[src/rtl/alu_share_arb.sv]
// rtl/alu_share_arb.sv - round-robin arbiter sharing one combinational ALU between requesters
package alufnt;
  typedef enum logic [3:0] {
    add    = 4'd0,
    sl     = 4'd1,
    seq    = 4'd2,
    sne    = 4'd3,
    xor_op = 4'd4,
    sr     = 4'd5,
    or_op  = 4'd6,
    and_op = 4'd7,
    sub    = 4'd10,
    sra    = 4'd11,
    slt    = 4'd12,
    sge    = 4'd13,
    sltu   = 4'd14,
    sgeu   = 4'd15
  } alu_func_t;
endpackage

module alu_share_arb #(
  parameter int NUM_REQ = 2,
  parameter int FNW     = 4,
  localparam int IDW    = (NUM_REQ > 1) ? $clog2(NUM_REQ) : 1
) (
  input  logic                   clk,
  input  logic                   rst,
  input  logic [NUM_REQ-1:0]     req_valid,
  input  logic [NUM_REQ*FNW-1:0] req_fn,
  input  logic [NUM_REQ*32-1:0]  req_in1,
  input  logic [NUM_REQ*32-1:0]  req_in2,
  output logic [NUM_REQ-1:0]     req_ready,
  output logic [FNW-1:0]         alu_fn,
  output logic [31:0]            alu_in1,
  output logic [31:0]            alu_in2,
  input  logic [31:0]            alu_out,
  input  logic [31:0]            alu_cmp_out,
  output logic [NUM_REQ-1:0]     resp_valid,
  input  logic [NUM_REQ-1:0]     resp_ready,
  output logic [31:0]            resp_data,
  output logic                   resp_cmp,
  output logic [IDW-1:0]         resp_id,
  output logic                   busy
);

  logic           full_q, full_d;
  logic [IDW-1:0] rr_ptr_q, rr_ptr_d;
  logic [31:0]    data_q, data_d;
  logic           cmp_q, cmp_d;
  logic [IDW-1:0] id_q, id_d;

  logic           slot_free, gnt_found, do_grant;
  logic [IDW-1:0] gnt_idx, cand_idx;
  logic           unused_cmp_hi;

  assign unused_cmp_hi = ^alu_cmp_out[31:1];

  // The slot can take a new result if empty or being drained by its owner this cycle.
  assign slot_free = !full_q || resp_ready[id_q];
  assign do_grant  = gnt_found && slot_free && !rst;

  always_comb begin
    gnt_found = 1'b0;
    gnt_idx   = '0;
    cand_idx  = '0;
    for (int k = 0; k < NUM_REQ; k++) begin
      cand_idx = IDW'((int'(rr_ptr_q) + k) % NUM_REQ);
      if (!gnt_found && req_valid[cand_idx]) begin
        gnt_found = 1'b1;
        gnt_idx   = cand_idx;
      end
    end
  end

  always_comb begin
    req_ready = '0;
    alu_fn    = FNW'(alufnt::add);
    alu_in1   = '0;
    alu_in2   = '0;
    if (do_grant) begin
      req_ready[gnt_idx] = 1'b1;
      alu_fn             = req_fn[gnt_idx*FNW +: FNW];
      alu_in1            = req_in1[gnt_idx*32 +: 32];
      alu_in2            = req_in2[gnt_idx*32 +: 32];
    end
  end

  always_comb begin
    full_d   = full_q;
    rr_ptr_d = rr_ptr_q;
    data_d   = data_q;
    cmp_d    = cmp_q;
    id_d     = id_q;
    if (do_grant) begin
      full_d   = 1'b1;
      data_d   = alu_out;
      cmp_d    = alu_cmp_out[0];
      id_d     = gnt_idx;
      rr_ptr_d = (gnt_idx == IDW'(NUM_REQ - 1)) ? '0 : gnt_idx + 1'b1;
    end else if (full_q && resp_ready[id_q]) begin
      full_d = 1'b0;
    end
  end

  always_ff @(posedge clk) begin
    if (rst) begin
      full_q   <= 1'b0;
      rr_ptr_q <= '0;
      data_q   <= '0;
      cmp_q    <= 1'b0;
      id_q     <= '0;
    end else begin
      full_q   <= full_d;
      rr_ptr_q <= rr_ptr_d;
      data_q   <= data_d;
      cmp_q    <= cmp_d;
      id_q     <= id_d;
    end
  end

  always_comb begin
    resp_valid = '0;
    for (int i = 0; i < NUM_REQ; i++) begin
      resp_valid[i] = full_q && !rst && (id_q == IDW'(i));
    end
  end

  assign resp_data = data_q;
  assign resp_cmp  = cmp_q;
  assign resp_id   = id_q;
  assign busy      = full_q && !rst;

endmodule

[config.mk]
export PLATFORM = sky130hd
export DESIGN_NAME = alu_share_arb
export DESIGN_NICKNAME = d
export VERILOG_FILES = /design/src/rtl/alu_share_arb.sv
export SDC_FILE = /design/constraint.sdc
export NUM_CORES = 1
export LEC_CHECK = 0
export ABC_CLOCK_PERIOD_IN_PS = 1810
export BUFFER_PORTS_ARGS = -buffer_cell sky130_fd_sc_hd__buf_2
export CELL_PAD_IN_SITES_DETAIL_PLACEMENT = 1
export CELL_PAD_IN_SITES_GLOBAL_PLACEMENT = 1
export CORE_AREA = 2 2 121 123
export CTS_CLUSTER_SIZE = 14
export DETAILED_ROUTE_END_ITERATION = 10
export DIE_AREA = 0 0 123 125
export PLACE_DENSITY_LB_ADDON = 0.3
export SLEW_MARGIN = 20
export SYNTH_ARGS = -nofsm -noshare
export SYNTH_HDL_FRONTEND = slang
export SYNTH_SLANG_ARGS = --single-unit
[constraint.sdc]
create_clock -name clk -period 1.81 [get_ports clk]
set_clock_uncertainty 0.15 [all_clocks]
set_input_delay 0.0905 -clock clk [delete_from_list [all_inputs] [get_ports clk]]
set_output_delay 0.0905 -clock clk [all_outputs]
set_load 0.05 [all_outputs]
Word-level counts from Yosys, hierarchy flattened --
Index checks and enable logic that the tools add are counted.
Cells by class: bitwise logic cells 1, $mul 0, add/sub/neg operators 2, div/mod/pow operators 0, shifts and indexed selects 3, magnitude comparators 5, reduce and logical (&&, ||, !) cells 13, muxes and demuxes 19, equal/unequal tests 0
Operator list (count):
- variable part select 64 x 7 -> 32 bit | 2
- two-way mux 32 bit | 2
- two-way mux 1 bit | 14
- logical AND 1 bit | 8
- < comparator 1 x 2 -> 1 bit, second input constant | 4
- variable part select 8 x 4 -> 4 bit | 1
- two-way mux 4 bit | 1
- zero test 1 bit | 3
- adder 1 bit, second input constant | 2
- two-way mux 2 bit | 1
- nonzero test 2 bit | 1
- demux 1 bit (select 1 bit) | 1
- greater-or-equal comparator 1 bit, second input constant | 1
- logical OR 1 bit | 1
- NOT 1 bit | 1
Storage, ports and cells: RAM bits 0, bits of input ports 206, register bits after elaboration 36, bits in latches 0, memories 0, bits in read-only memories 0

Logic depth before layout (Yosys ltp) --
word-level depth 11, gate-level depth with buffers 7

Least setup slack after synthesis --
No wires, ideal clock.
path type reg2out, start point register id_q, in the netlist resp_id, end point output port alu_in1[22], path slack -801 ps, arrival time 2370 ps, cell stages (with the launch flop) 7, path buffers 3, path through dfxtp_1 -> mux2i_1 -> a211o_1 -> buf_6 -> buf_6 -> buf_6 -> a21oi_1
Between the ends: cells in the longest elaborated chain, start to end 6
RTL lines:
- from (decl) | line 50 | logic [IDW-1:0] id_q, id_d;
- from (signal assigned) | line 117 | id_q <= id_d;
- two-way mux 1 bit (not written as such) (2 in series) | line 59 | assign slot_free = !full_q || resp_ready[id_q];
- logical OR 1 bit | line 59
- logical AND 1 bit (2 in series) | line 60 | assign do_grant = gnt_found && slot_free && !rst;
- two-way mux 32 bit | line 80 | if (do_grant) begin
- to (decl) | line 34 | output logic [31:0] alu_in1,
Every way passes these cells. The select of a mux whose other input is x is not followed.

Worst setup path in the final report --
start point register id_q, in the netlist resp_id, end point output port alu_in2[25]
Between the ends: cells in the longest elaborated chain, start to end 6
RTL lines:
- two-way mux 1 bit (not written as such) (2 in series) | line 59
- logical OR 1 bit | line 59
- logical AND 1 bit (2 in series) | line 60
- two-way mux 32 bit | line 80
- to (decl) | line 35 | output logic [31:0] alu_in2,
Every way passes these cells. The select of a mux whose other input is x is not followed.

==> reports/metrics.cfg <==
[outcome]
outcome=complete, but fails checks
violations=negative setup slack

[synth]
synth_area_per_cell_um2=8.05
synth.net_count=578
ys_warn_count=0
synth_cell_types=21
ys_ff_latch=36
netlist_area_um2=2990
synth_cells=372
seq_area_frac_synth_pct=24.1

[floorplan]
start_util_pct=21.1
io_pins=313
dieWidth_um=123
num_rows=44
die_h_um=125
die_area_um2=15400
core-area_um2=14200

[pwr]
total_power_uw=4380
clkPwrFrac_pct=27.6
internal-power_uw=2680
cellPowerDensity_nw_per_um2=647
p_sw_share_pct=38.9
leakagePower_uw=0.00292
ir_drop_mv=0.526
p_switching_uw=1700
power_frac_seq_pct=20.9
power_frac_comb_pct=51.4

[timing]
layout_setup_ws_ns=-0.196
fmax_mhz=498
max-slew-margin-rel_pct=66.0
slew_viol_final=0
fin_crit_sh_pct=111
setup-violations-final=100
period_needed_ns=2.01
worst_pin_slew_ns=0.504
rsz0062_at_grt=yes
finalHoldViolations=0

[final_layout]
fin_util_pct=47.7
syn_to_final_growth_pct=126
fillers=1601
final_cell_mix=211 x buf_2, 68 x nand3b_1, 68 x o21ai_0, 68 x a21oi_4, 56 x buf_6
drive_gt1_share_pct=63.4
final_cell_area_um2=6770
nNetsFinal=888
multi_input_area_um2=2830
register_area_um2=724
final_common_cell=buf_2

[detailed_routing]
drtAntennaViolNets=0
viasPerCell=4.66
wl_per_cell_um=17.5
wl_um=15200
vias=4049
drtIter0Drc=99
first_pass_iters=4
drc_errors=0

[global_routing]
grt_pass1_wl_um=22600
antenna_found_initial=2
grt_pass1_vias=4337
grt_use_total_pct=18.3
grt_max_degree=65
gr-total-overflow=0

[placed_design]
dpl-instance-area_um2=5470
gp_congestion=0.721
portBuffers=281
dp_hpwl_um=10400

[cts]
cts_root_buffer=clkbuf_16
cts_sinks=36
cts_buffer_depth=2
cts_tree=built
clk_latency_ns=0.28
cts_buffers=5
clkTransAtPathRegs_ns=0.05
htree_levels=2

[setup_path]
cp-start-kind=flop
setup.worst_path.end_class=output port
worstPathArrival_ns=1.77
crit_required_ns=1.57
critPathMaxFanout=8
setup.worst_path.class=flop to output port

[run]
cap_violations=0

[hold_path]
hp-class=input port to flop

-- critical path, stage by stage, from the launching register on --
cell and delay [ns]:
dfxtp_4 0.34, mux2i_2 0.18, a211o_4 0.43, buf_8 0.19
a21oi_4 0.16, buf_8 0.17
-- registers in the layout, summed over array words and instances (netlist names) --
signal,flops
resp_id,1
resp_cmp,1
rr_ptr_q,1
full_q,1
resp_data,32
-- synth_stat cells --
cell type	n	area [um2]
a211o_1	1	8.76
o21ai_0	68	340
buf_6	11	124
nor2_1	2	7.51
nand3b_1	68	510
a21boi_0	1	7.51
nor2b_1	37	231
mux2_4	33	495
mux2i_1	2	20.0
nand2_1	3	11.3
o211a_1	1	10.0
a21o_1	1	7.51
inv_1	1	3.75
dfxtp_1	36	721
clkbuf_1	32	120
inv_2	1	3.75
and2_1	1	6.26
nand2b_1	1	6.26
buf_2	2	10.0
buf_1	1	3.75
a21oi_1	69	345
-- repair_timing --
action	CTS	global route
pin swaps	1	1
buffers inserted	3	2
gates cloned	1	5
resized for setup	148	20
hold buffers	34	0
hold endpoints to repair	34	0
endpoints found under the setup margin	83	103
-- final timing paths --
| kind | from | to | slack [ns] | cells after the start |
|---|---|---|---|---|
| max | resp_id | alu_in2[25] | -0.20 | 5 |
| min | req_valid[0] | rr_ptr_q | 0.12 | 3 |
| max reg2reg | resp_id | resp_data[7] | -0.16 | 5 |
| min reg2reg | rr_ptr_q | rr_ptr_q | 0.44 | 1 |
-- final cells by class --
| cell class | count | area share (%) |
|---|---|---|
| well taps | 184 | 3.40 |
| diodes | 2 | 0.0739 |
| inverters | 2 | 0.111 |
| clock buffers | 6 | 2.22 |
| clock inverters | 2 | 0.887 |
| multi-input cells | 289 | 41.8 |
| flip-flops and latches | 36 | 10.7 |
| repair buffers | 348 | 40.8 |
-- metrics by stage --
step,hold WS (ns),setup TNS (ns),cells,setup WS (ns)
after detailed placement,0.172,-0.906,814,-0.0794
after global routing,0.145,-18.77,869,-0.241
after global placement,0.167,-0.503,814,-0.0410
after CTS,0.111,-14.83,860,-0.202
after floorplan,0.0839,-2.14,372,-0.0411
final,0.120,-13.38,869,-0.196
-- power by group through the flow --
stage	registers, uW	clock network, uW	logic [uW]
after floorplan	1180	0	1170
after global placement	925	0	1890
after detailed placement	926	0	1930
after CTS	914	1240	2180
after global routing	927	1260	2380
final	917	1210	2250
-- kinds of logic (layout without fill, tap and decap cells) --
kind of cell | Yosys count | count (layout) | synth area share [%]
mux | 35 | 35 | 17.2
simple gates | 112 | 112 | 25.8
other cells | 0 | 2 | 0
flops | 36 | 36 | 24.1
compound gates | 141 | 142 | 24.0
buf+inv | 48 | 358 | 8.86
-- per-layer routing --
metal  part of all wire (%)  GRT usage [%]  wire, um  vias up
li1                       -              -         -     1941
met1                     37           20.3      5600     1925
met2                     54           34.6      8250      170
met3                    7.8           4.20      1180       13
met4                    1.0           4.48       159        0
met5                      0              0         0        -
No activity file was read; power rests on OpenSTA's default activity.
